`src/rtl/fetch_sequencer.sv`:
```
// Fetch/PC-sequencing stage: fetches one instruction, holds it for one execute window,
// then commits the next PC from decoder branch/jump outputs and ALU flags; traps to HALT on bad instructions.
module fetch_sequencer #(
    parameter int              XLEN     = 32,
    parameter logic [XLEN-1:0] RESET_PC = '0
) (
    input  logic            clk,
    input  logic            rst,
    output logic            imem_req,
    output logic [XLEN-1:0] imem_addr,
    input  logic [31:0]     imem_rdata,
    input  logic            imem_ready,
    output logic [31:0]     instr,
    output logic            instr_valid,
    output logic [6:0]      opcode,
    output logic [2:0]      funct3,
    output logic [6:0]      funct7,
    output logic [4:0]      rd,
    output logic [4:0]      rs1,
    output logic [4:0]      rs2,
    output logic [XLEN-1:0] pc,
    output logic [XLEN-1:0] pc_plus4,
    input  logic            branch,
    input  logic            jump,
    input  logic            is_jalr,
    input  logic [XLEN-1:0] imm,
    input  logic [XLEN-1:0] alu_result,
    input  logic            alu_zero,
    input  logic            alu_lt,
    input  logic            alu_ltu,
    input  logic            stall,
    output logic            halted,
    output logic [1:0]      trap_cause,
    output logic [31:0]     instret
);

    typedef enum logic [1:0] {BOOT, FETCH, EXEC, HALT} state_t;

    state_t          state, state_nxt;
    logic            legal, taken, misaligned, commit;
    logic [XLEN-1:0] next_pc, pc_target;

    assign opcode   = instr[6:0];
    assign rd       = instr[11:7];
    assign funct3   = instr[14:12];
    assign rs1      = instr[19:15];
    assign rs2      = instr[24:20];
    assign funct7   = instr[31:25];
    assign pc_plus4 = pc + XLEN'(4);
    assign imem_addr = pc;

    // Gating with rst drops the request in the same instant reset is asserted.
    assign imem_req    = (state == FETCH) && !rst;
    assign instr_valid = (state == EXEC);
    assign halted      = (state == HALT);

    always_comb begin
        legal = 1'b0;
        case (opcode)
            7'b0110011, 7'b0010011, 7'b0000011, 7'b0100011,
            7'b1101111, 7'b1100111, 7'b0110111: legal = 1'b1;
            7'b1100011: legal = (funct3 != 3'b010) && (funct3 != 3'b011);
            default:    legal = 1'b0;
        endcase
    end

    always_comb begin
        taken = 1'b0;
        case (funct3)
            3'b000:  taken = alu_zero;
            3'b001:  taken = !alu_zero;
            3'b100:  taken = alu_lt;
            3'b101:  taken = !alu_lt;
            3'b110:  taken = alu_ltu;
            3'b111:  taken = !alu_ltu;
            default: taken = 1'b0;
        endcase
    end

    always_comb begin
        pc_target = pc + imm;
        next_pc   = pc_plus4;
        if (jump && is_jalr)
            next_pc = {alu_result[XLEN-1:1], 1'b0};
        else if (jump || (branch && taken))
            next_pc = pc_target;
    end

    assign misaligned = (next_pc[1:0] != 2'b00);
    assign commit     = (state == EXEC) && !stall;

    always_ff @(posedge clk or posedge rst) begin
        if (rst)
            state <= BOOT;
        else
            state <= state_nxt;
    end

    always_comb begin
        state_nxt = state;
        case (state)
            BOOT:  state_nxt = FETCH;
            FETCH: if (imem_ready) state_nxt = EXEC;
            EXEC:  if (!stall) state_nxt = (legal && !misaligned) ? FETCH : HALT;
            HALT:  state_nxt = HALT;
            default: state_nxt = BOOT;
        endcase
    end

    always_ff @(posedge clk or posedge rst) begin
        if (rst) begin
            pc         <= RESET_PC;
            instr      <= 32'h0000_0013;
            instret    <= '0;
            trap_cause <= 2'b00;
        end else begin
            if (state == FETCH && imem_ready)
                instr <= imem_rdata;
            // Illegal opcode outranks a misaligned target; a trap never commits pc or instret.
            if (commit) begin
                if (!legal)
                    trap_cause <= 2'b01;
                else if (misaligned)
                    trap_cause <= 2'b10;
                else begin
                    pc      <= next_pc;
                    instret <= instret + 32'd1;
                end
            end
        end
    end

endmodule

```
`config.mk`:
```
export PLATFORM = sky130hd
export DESIGN_NAME = fetch_sequencer
export DESIGN_NICKNAME = d
export VERILOG_FILES = /design/src/rtl/fetch_sequencer.sv
export SDC_FILE = /design/constraint.sdc
export NUM_CORES = 1
export LEC_CHECK = 0
export CAP_MARGIN = 20
export CORE_MARGIN = 5
export CORE_UTILIZATION = 56
export DETAILED_ROUTE_END_ITERATION = 8
export DONT_BUFFER_PORTS = 1
export PLACE_DENSITY_LB_ADDON = 0.15
export SYNTH_ARGS = -nofsm -noshare
export SYNTH_HDL_FRONTEND = slang
export SYNTH_SLANG_ARGS = --single-unit
```
`constraint.sdc`:
```
create_clock -name clk -period 4.8 [get_ports clk]
set_clock_uncertainty 0.15 [all_clocks]
set_input_delay 0.96 -clock clk [delete_from_list [all_inputs] [get_ports clk]]
set_output_delay 0.96 -clock clk [all_outputs]
set_load 0.02 [all_outputs]
```
Word-level counts from Yosys, hierarchy flattened
Cells that the tools add are included.
{"block": "classes", "shift": 0, "n_bitwise": 1, "multipliers": 0, "n_mux": 10, "eq_ne": 21, "div": 0, "order_cmp": 0, "add_sub_neg": 3, "reduce_logical": 21}
{"cell": "32-bit 2-to-1 mux", "count": 2}
{"cell": "32-bit by 1-bit adder with 32-bit output (second input constant)", "count": 1}
{"cell": "32-bit by 3-bit adder with 32-bit output (second input constant)", "count": 1}
{"cell": "32-bit adder", "count": 1}
{"cell": "7-bit by 6-bit == test with 1-bit output (second input constant)", "count": 3}
{"cell": "7-bit == test (second input constant)", "count": 3}
{"cell": "3-bit == test (second input constant)", "count": 4}
{"cell": "2-bit 2-to-1 mux", "count": 5}
{"cell": "2-bit one-hot mux with 4 select lines", "count": 1}
{"cell": "7-bit by 2-bit == test with 1-bit output (second input constant)", "count": 1}
{"cell": "7-bit by 5-bit == test with 1-bit output (second input constant)", "count": 1}
{"cell": "1-bit logical AND", "count": 7}
{"cell": "7-bit OR reduction", "count": 1}
{"cell": "1-bit logical NOT", "count": 6}
{"cell": "3-bit by 2-bit inequality test with 1-bit output (second input constant)", "count": 2}
{"cell": "1-bit one-hot mux with 6 select lines", "count": 1}
{"cell": "2-bit == test (second input constant)", "count": 2}
{"cell": "2-bit inequality test (second input constant)", "count": 2}
{"cell": "2-bit AND reduction", "count": 2}
{"cell": "3-bit by 1-bit == test with 1-bit output (second input constant)", "count": 1}
{"cell": "3-bit logical NOT", "count": 1}
{"cell": "3-bit AND reduction", "count": 1}
{"cell": "2-bit by 1-bit == test with 1-bit output (second input constant)", "count": 1}
{"cell": "2-bit logical NOT", "count": 1}
{"cell": "other kinds (5)", "count": 5}
{"block": "totals", "in_bits": 106, "mem_bits_rw": 0, "latchBits": 0, "n_memories": 0, "romBits": 0, "word_cells": 61, "regBits": 100}

Depth between registers and ports, before layout
{"block": "depth", "word_depth": 12, "ltp_mapped": 12, "depth_no_buf": 12}

Worst setup path after synthesis
Ideal clock, no wire load.
{"block": "synth_timing", "path_kind": "in2reg", "from": "input port imm[0]", "to": "register pc[28], in the netlist imem_addr[28]", "required_time_ps": 4573, "setup_time_ps": 77, "stages": 12, "arrival_ps": 3298, "setup_slack_ps": 1275, "cell_sequence": "ha_1 inv_1 fa_1 nor2b_1 o21bai_1 a21boi_0 o21ai_0 a31oi_1 a311o_1 nor3b_1 or4_1 a21oi_1"}
{"block": "synth_via", "elab_chain_cells": 6}
{"element": "from (decl)", "line_no": "26", "source": "input logic [XLEN-1:0] imm,"}
{"element": "32-bit adder (*)", "line_no": "81", "source": "pc_target = pc + imm;"}
{"element": "32-bit 2-to-1 mux (*)", "line_no": "85", "source": "else if (jump || (branch && taken))"}
{"element": "32-bit 2-to-1 mux (*)", "line_no": "83", "source": "if (jump && is_jalr)"}
{"element": "2-bit nonzero test", "line_no": "89", "source": "assign misaligned = (next_pc[1:0] != 2'b00);"}
{"element": "1-bit inverter (no source line)"}
{"element": "3-bit AND reduction (no source line)"}
{"element": "to (signal assigned)", "line_no": "126", "source": "pc <= next_pc;"}
{"element": "to (decl)", "line_no": "21", "source": "output logic [XLEN-1:0] pc,"}
Every way passes the cells marked *; elsewhere a longest branch is shown, timed or not.
A chain may end at the register's enable or synchronous reset.

Final worst setup path
{"block": "layout_timing", "from": "register pc[6], in the netlist imem_addr[6]", "to": "output port pc_plus4[31]"}
{"block": "layout_via", "elab_chain_cells": 1}
{"element": "32-bit by 3-bit adder with 32-bit output", "line_no": "49", "source": "assign pc_plus4 = pc + XLEN'(4);"}
{"element": "to (decl)", "line_no": "22", "source": "output logic [XLEN-1:0] pc_plus4,"}
Every way passes these cells.

==> impl_metrics.tcl <==
set metrics [dict create \
    r2r-start "imem_addr[6]$_DFFE_PP0P_" \
    crit_path_end_kind "primary output" \
    path_max_fanout 7 \
    tightest_slew_ns 1.07 \
    whs_ns 0.440 \
    post-dp-hpwl_mm 15.1 \
    status "finished, final reports clean" \
    ys_seq_elements 100 \
    synth_cell_types 61 \
    crit_required_ns 3.69 \
    grt_setup_unrepaired "false" \
    ys.flop_type "dfrtp_1" \
    grt_pass1_wl_mm 30.2 \
    critPathLaunchType "flip-flop" \
    yosys.area.top_type "dfrtp_1" \
    ys_top_cells_by_area "dfrtp_1, xnor2_1, buf_4" \
    finalSetupViolCount 0 \
    clk_pin_slew_ns 0.07 \
    drcViolationCount 0 \
    cts_resized 0 \
    powerDensity_mw_per_mm2 288 \
    rr_endpoint "imem_addr[31]$_DFFE_PP0P_" \
    place.gp.congestion 0.900 \
    overflow 0 \
    ir_worst_vdd_uv 222 \
    hold_viol_final 0 \
    rrSetupSlack_ns 1.10 \
    die_x_um 123 \
    fp.dieH_um 123 \
    worstPathArrival_ns 3.23 \
    synth-edff-count 0 \
    grt_max_degree 74 \
    cts_tree "built" \
    hold_end "state[1]$_DFFE_PP0P_" \
    design.die.area_mm2 0.0151 \
    multi_input_area_mm2 0.00397 \
    vias 5584 \
    cts_buffer_depth 2 \
    nets 843 \
    worstSetupPathType "reg -> out" \
    min_path_cells 2 \
    core_mm2 0.0126 \
    period_share_pct 90.5 \
    grt_usage_pct 25.6 \
    start_util_pct 56.7 \
    slew_violations 0 \
    grt_pass1_vias 5541 \
    min_from "state[1]$_DFFE_PP0P_" \
    syn_avg_cell_area_um2 9.22 \
    hp-class "reg -> reg" \
    routed_via_density 6.34 \
    yosysSeqAreaShare_pct 35.2 \
    p_leak_nw 3.33 \
    clkLatencyLatePin_ns 0.35 \
    min_period_ns 4.34 \
    yosysWarnings 0 \
    ant_nets 0 \
    post_drt_wl_per_cell_um 22.7 \
    ios 303 \
    nFillCells 1135 \
    drt_first_pass_iters 6 \
    cts_made_buffers 9 \
    power.total_mw 2.06 \
    setup-tns-final_ns 0 \
    synthArstFlopShare_pct 100 \
    postSynthCellCount 772 \
    dp_slack_ns 0.743 \
    syn_nets 912 \
    clock-sinks 100 \
    netlist_area_mm2 0.00712 \
    final_common_cell "dfrtp_1" \
    routed_wl_mm 20.0 \
    cts_max_level 3 \
    drive_above_1_share_pct 10.5 \
    cts_root_buffer "clkbuf_16" \
    reg2regPathDepth 9 \
    portBuffers 0 \
    rows 41 \
    cts_hold_buf 0 \
    layout_setup_ws_ns 0.458 \
    area.growth.synth_to_final_pct 0.369 \
    max_freq_mhz 230 \
    final_cell_mix "dfrtp_1, nand2_1, xnor2_1" \
    drt-initial-drc-count 348 \
    post-cts-setup-buffer-count 0 \
    seqCellArea_mm2 0.00251 \
    maxSlewHeadroom_pct 28.3 \
    antenna_found_initial 1 \
    synth_top_cell_area_share_pct 34.1 \
    max_cap_violations 0 \
]
[critical path, cell delays in order (launching register included)]
cell and delay, ns:
dfrtp_1 0.71, and4_1 0.40, nand4_1 0.33, nor3_1 0.60, and2_1 0.25, nand3_1 0.10, xnor2_1 0.49
[layer usage]
layer / vias up / GRT usage, % / wire [um]
met5: - / 0 / 0
met4: 0 / 9.45 / 445
met3: 37 / 7.37 / 1860
met2: 276 / 43.7 / 9870
met1: 2703 / 30.8 / 7780
li1: 2568 / - / -
[state kept, by name, indices dropped and copies added, names as in the netlist]
name,flops
state,2
trap_cause,2
instr,32
instret,32
imem_addr,32
[cells by family after synthesis]
group	count (synthesis)	synth area share, %
AOI/OAI and AO/OA	182	17.1
xor gates and xnor gates	85	10.5
adders and majority gates	34	6.08
buffers and inverters	106	9.21
DFF	100	35.2
muxes	36	5.62
and+or+nand+nor	229	16.3
[stage by stage]
stage	cells	utilization, %	cell area, um2
floorplan	772	-	7120
detailed placement	864	54.5	6840
CTS	880	56.8	7140
global route	881	56.9	7150
finish	881	56.9	7150
global placement	864	54.5	6840
[worst max-delay path by stage]
stage	from	end	slack, ns	depth (start not counted)
3_5_place_dp	imm[0]	imem_addr[28]$_DFFE_PP0P_	0.74	12
5_1_grt	imem_addr[6]$_DFFE_PP0P_	pc_plus4[31]	0.28	6
6_report	imem_addr[6]$_DFFE_PP0P_	pc_plus4[31]	0.46	6
3_3_place_gp	imm[0]	imem_addr[28]$_DFFE_PP0P_	0.86	12
2_1_floorplan	rst	imem_addr[0]$_DFFE_PP0P_	1.08	1
4_1_cts	imem_addr[6]$_DFFE_PP0P_	pc_plus4[31]	0.46	6
[power breakdown]
part	leakage, nW	internal (mW)	total, mW	switching [mW]
clock network	0.147	0.414	0.750	0.336
logic	1.86	0.0955	0.227	0.131
registers	1.32	0.893	1.08	0.191
total	3.33	1.40	2.06	0.659
[cells in the mapped netlist, types with 24 or more instances]
cell type,number
nor2_1,34
nand2_1,74
nand3_1,32
o21ai_0,43
a21oi_1,36
clkbuf_1,25
buf_4,66
and3_1,24
ha_1,33
xor2_1,26
mux2_2,32
dfrtp_1,97
xnor2_1,59
[layout make-up]
cell class                      instances  area share [%]
Antenna cell                            1          0.0350
Clock buffer                           11            3.26
Clock inverter                          5           0.945
Inverter                               12           0.665
Multi-Input combinational cell        566            55.5
Sequential cell                       100            35.1
Tap cell                              172            3.01
Timing Repair Buffer                   14            1.47
(Power assumes the default switching activity.)
==> variant 1, RTL diff (same flow settings) <==
The 4 states of `state_t` get a one-hot encoding in 4 bits.
--- a/src/rtl/fetch_sequencer.sv
+++ b/src/rtl/fetch_sequencer.sv
@@ -36,3 +36,3 @@
 
-    typedef enum logic [1:0] {BOOT, FETCH, EXEC, HALT} state_t;
+    typedef enum logic [3:0] {BOOT = 4'b0001, FETCH = 4'b0010, EXEC = 4'b0100, HALT = 4'b1000} state_t;
 
Formal check against the unedited RTL: no difference found for any inputs over 4 cycles, from zero or initial values and one cycle with rst high; so few cycles prove little.
==> variant 1 against the unedited design <==
  * Count of clock-buffer cells in the layout decreased by 2
  * Cell area up 3.3%
  * Register-to-register slack worse by 0.18 ns
  * Critical path depth unchanged
  * Routed wire length rose by 1.0%
  * Worst setup slack better by 0.24 ns
  * Sequential cell count up 2
  * Synthesized area grew 3.6%
  * Critical endpoint is now pc_plus4[30]
Power is not compared: it rests on default switching activity, and its combinational part moved more than twofold at a synthesized area within 25%.
==> variant 1: results (changes against the unedited design) <==
Status
  • Outcome: finished clean

Route
  • M1 WL: 7710 µm (-0.99%)
  • Met2 WL: 9880 µm (+0.11%)
  • DRT iter0 DRCs: 497 (+43%)
  • Iteration count of the initial detailed-routing pass: 5 (-1)
  • Routed WL: 20200 µm (+1.0%)
  • Via density: 6.35 (+0.19%)
  • DR WL met3: 2060 µm (+10%)

Worst setup path
  • R2R depth: 12 (+3)
  • Reg-to-reg startpoint: imem_addr[0]
  • R2r setup slk: 0.92 ns (-0.18 ns)
  • Worst r2r dst: imem_addr[28]
  • Critical Path AT: 2.99 ns (-0.24 ns)
  • Worst setup path end: pc_plus4[30]
  • CP max FO: 8 (+1)

Placed design
  • Dpl hpwl: 15200 µm (+0.90%)
  • GP Congestion: 0.878 (-2.4%)
  • Placed Cells: 911 (+5.4%)

Layout
  • Final #Nets: 887 (+5.2%)
  • Layout cell share with drive strength beyond 1: 11.1% (+0.60 points)
  • Finished Layout Cells: 928 (+5.3%)

Clock network
  • Clk slew on worst S/H paths: 0.08 ns

Synthesis
  • Area contributors post-synth: dfrtp_1, xnor2_1, buf_4
  • Register area share after synthesis: 34.7% (-0.53 points)
  • Yosys cell types: 64 (+4.9%)
  • Syn Nets: 965 (+5.8%)
  • Syn avg cell area: 8.94 µm² (-3.1%)
  • Most common library cells after synthesis: dfrtp_1, nand2_1, buf_4

Global route
  • First-pass GRT wire length: 32400 µm (+7.5%)
  • GRT overflow: 0 (unchanged)
  • Tot GR Track Use: 25.3% (-0.30 points)
  • Vias in the first global route: 5789 (+4.5%)

Pwr
  • Switching share of power: 44.5%

Timing
  • Slew margin rel.: 36.3% (+8.0 points)
variant 1: cell count changes in the layout (fill, tap and decap cells not counted), sizes merged, moves of 6 or more:
cell	change
o21ai	+15
nand2b	+9
a21oi	+7
nor3	+10
nor2	+6
or3	+6
or2	+8
a21o	-12
nand2	+12
variant 1: worst min-delay path by stage:
| stage | end | from | cells past startpoint | slack [ns] |
|---|---|---|---|---|
| global route | state[1] | state[3] | 1 | 0.46 |
| finish | state[1] | state[3] | 1 | 0.40 |
| floorplan | state[1] | state[3] | 1 | 0.34 |
| global placement | state[1] | state[3] | 1 | 0.37 |
| detailed placement | state[1] | state[3] | 1 | 0.38 |
| CTS | state[1] | state[3] | 1 | 0.40 |
variant 1: metrics by stage:
stage          setup slack, ns  util [%]
2_1_floorplan             1.02         -
3_3_place_gp             0.920      53.9
3_5_place_dp             0.822      53.9
4_1_cts                  0.713      56.2
5_1_grt                  0.534      56.4
6_report                 0.701      56.4
variant 1: area by class of cell:
| class | instances | area share (%) |
|---|---|---|
| multi-input combinational | 610 | 56.4 |
| sequential | 102 | 34.6 |
| clock buffer | 9 | 3.05 |
| tap | 176 | 2.98 |
| timing repair buffer | 9 | 1.19 |
| clock inverter | 6 | 0.949 |
| inverter | 15 | 0.797 |
| antenna | 1 | 0.0339 |
variant 1: kinds of logic (layout without fill, tap and decap cells):
group	after synthesis	after routing	synth area share [%]
and+or+nand+nor	266	266	18.3
xor gates and xnor gates	90	90	10.7
adders and majority gates	34	34	5.87
DFF	102	102	34.7
AOI/OAI and AO/OA	180	180	15.2
other	0	1	0
muxes	40	40	5.97
buffers and inverters	113	39	9.28
variant 1: metal layers:
metal | vias up | global-route usage [%]
li1 | 2709 | -
met1 | 2817 | 30.9
met2 | 332 | 42.4
met3 | 35 | 7.29
met4 | 0 | 9.74
met5 | - | 0
variant 1: power groups by stage:
stage / Sequential [mW] / Combinational (mW) / Clock (mW)
2_1_floorplan: 1.42 / 1.01 / 0
3_3_place_gp: 1.74 / 0.669 / 0
3_5_place_dp: 1.75 / 0.699 / 0
4_1_cts: 1.73 / 0.703 / 0.761
6_report: 1.72 / 0.701 / 0.749
5_1_grt: 1.76 / 0.781 / 0.804
variant 1: critical path: stages, from the launching register on:
cell     delay (ns)
dfrtp_1        0.71
and4_1         0.32
and3_1         0.26
and2_1         0.31
nor2b_1        0.36
and3_1         0.27
xor2_1         0.40
==> variant 2, RTL diff (same flow settings) <==
Made on the original files. The parameter `XLEN` goes from 32 to 48.
--- a/src/rtl/fetch_sequencer.sv
+++ b/src/rtl/fetch_sequencer.sv
@@ -3,3 +3,3 @@
 module fetch_sequencer #(
-    parameter int              XLEN     = 32,
+    parameter int              XLEN     = 48,
     parameter logic [XLEN-1:0] RESET_PC = '0
Interface: changed (5 resized); port bits go from 303 to 383. No check against the original RTL was run, so the function may have changed too.
==> variant 2 against the unedited design <==
  * Critical path depth is the same
  * Die area grew 35%
  * Count of clock-buffer cells in the layout grew 7
  * Cell count grew 53%
  * Routed wire length grew 61%
  * Cell area grew 42%
  * Power grew 34%
  * Synthesized area grew 38%
  * Sequential share of layout area shrank 6.5 points
  * Worst setup slack lost 0.11 ns
  * Sequential cell count grew 16
  * Register-to-register slack lost 0.25 ns
  * Critical path type unchanged
  * Critical endpoint is now pc_plus4[45]
==> variant 2: results (changes against the unedited design) <==
Layout
  • Fillers: 1571 (+38%)
  • Max reg flops: 48
  • Layout cell share with drive strength beyond 1: 11.6% (+1.1 points)
  • Final #Nets: 1296 (+54%)
  • ANT cells: 0 (-1)

Pwr
  • VDD IR max: 0.242 mV (+9.0%)
  • Leakage: 4.60 nW (+38%)
  • Switching share of power: 31.0% (-0.92 points)

Synthesis
  • Post-synth ARST share: 100% (unchanged)
  • Most common library cells after synthesis: nand2_1, dfrtp_1, a21oi_1
  • Main flop type after synthesis: dfrtp_1
  • Yosys cell types: 72 (+18%)
  • Register area share after synthesis: 29.5% (-5.7 points)
  • Syn Nets: 1377 (+51%)
  • Yosys warns: 0 (unchanged)
  • Area contributors post-synth: dfrtp_1, buf_4, xnor2_1

Clock network
  • Post-CTS setup buffers: 0 (unchanged)
  • H-tree Lvls: 4 (+1)
  • Clk slew on worst S/H paths: about 0.060 ns
  • Worst skew pair latency: 0.43 ns (+0.08 ns)
  • Clock Path Buffers: 2 (unchanged)
  • Clock buffer count from CTS: 17 (+8)
  • CTS Root Cell: clkbuf_16
  • Post-CTS resize count: 0 (unchanged)

Global route
  • Largest net degree at the start of global routing: 52 (-30%)
  • Tot GR Track Use: 30.8% (+5.1 points)
  • Vias in the first global route: 8467 (+53%)
  • First-pass GRT wire length: 48900 µm (+62%)
  • Initial antenna violation count: 0 (-1)

Route
  • Routed WL per cell: 23.9 µm (+5.5%)
  • DRT iter0 DRCs: 641 (+84%)
  • Iteration count of the initial detailed-routing pass: 5 (-1)
  • Via density: 6.50 (+2.6%)

Placed design
  • Dpl hpwl: 24400 µm (+62%)
  • # port buffers: 0 (unchanged)
  • DP Area: 9580 µm² (+40%)
  • GP Congestion: 0.965 (+7.3%)
  • Pre-CTS setup slack: 0.613 ns (-0.130 ns)

Worst hold path
  • Path type of the worst min-delay path: input port to async pin

Timing
  • Finish-stage setup viols: 0 (unchanged)
  • Slew @ Worst Pin: 0.955 ns (-0.115 ns)
  • Fmax: 225 MHz (-2.4%)

Worst setup path
  • CP max FO: 8 (+1)
  • Critical Path AT: 3.34 ns (+0.11 ns)
  • R2r setup slk: 0.85 ns (-0.25 ns)

Status
  • Outcome: finished clean
variant 2: worst paths after layout:
kind	to	depth (start not counted)	from
min in group clk	state[1]	2	state[1]
max reg2reg	imem_addr[44]	13	imem_addr[0]
max in group asynchronous	imem_addr[29]	2	rst
max	pc_plus4[45]	6	imem_addr[16]
min	instr[2]	1	rst
min reg2reg	state[1]	2	state[1]
variant 2: through the flow:
stage	cells	hold WS [ns]	utilization [%]
after floorplan	1189	0.368	-
after global placement	1314	0.401	55.4
after detailed placement	1314	0.405	55.4
after CTS	1346	0.350	58.7
after global routing	1346	0.385	58.7
final	1346	0.339	58.7
variant 2: worst max-delay path: stages (launching register included):
cell     delay, ns
dfrtp_1       0.69
nand4_1       0.36
or4_4         0.69
or2_1         0.45
nor2_8        0.17
and3_4        0.20
xor2_2        0.34
variant 2: kinds of logic after synthesis:
logic type,share of synthesized area (%)
DFF,29.5
and+or+nand+nor,19.4
muxes,4.59
xor gates and xnor gates,9.84
AOI/OAI and AO/OA,20.4
buffers and inverters,9.78
adders and majority gates,6.43
variant 2: metal layers:
metal	up-vias	share of wire (%)	track usage, %	routed length [µm]
met3	75	11	8.30	3380
met2	509	47	50.6	15000
met5	-	0	0	0
met1	4114	40	39.0	12700
li1	4053	-	-	-
met4	0	3.3	10.8	1050
variant 2: final cells by class:
cell class	count	area (µm²)	area share (%)
clock inverter	14	154	1.51
multi-input combinational	904	5980	58.9
sequential	116	2910	28.6
tap	225	282	2.77
inverter	30	115	1.13
clock buffer	18	429	4.22
timing repair buffer	39	293	2.88
variant 2: power groups by stage:
stage                     sequential (mW)  combinational, mW  clock (mW)
after floorplan                      1.11              0.332           0
after global placement               1.16              0.315           0
after detailed placement             1.17              0.318           0
after CTS                            1.15              0.319        1.30
after global routing                 1.15              0.356        1.35
final                                1.15              0.321        1.29
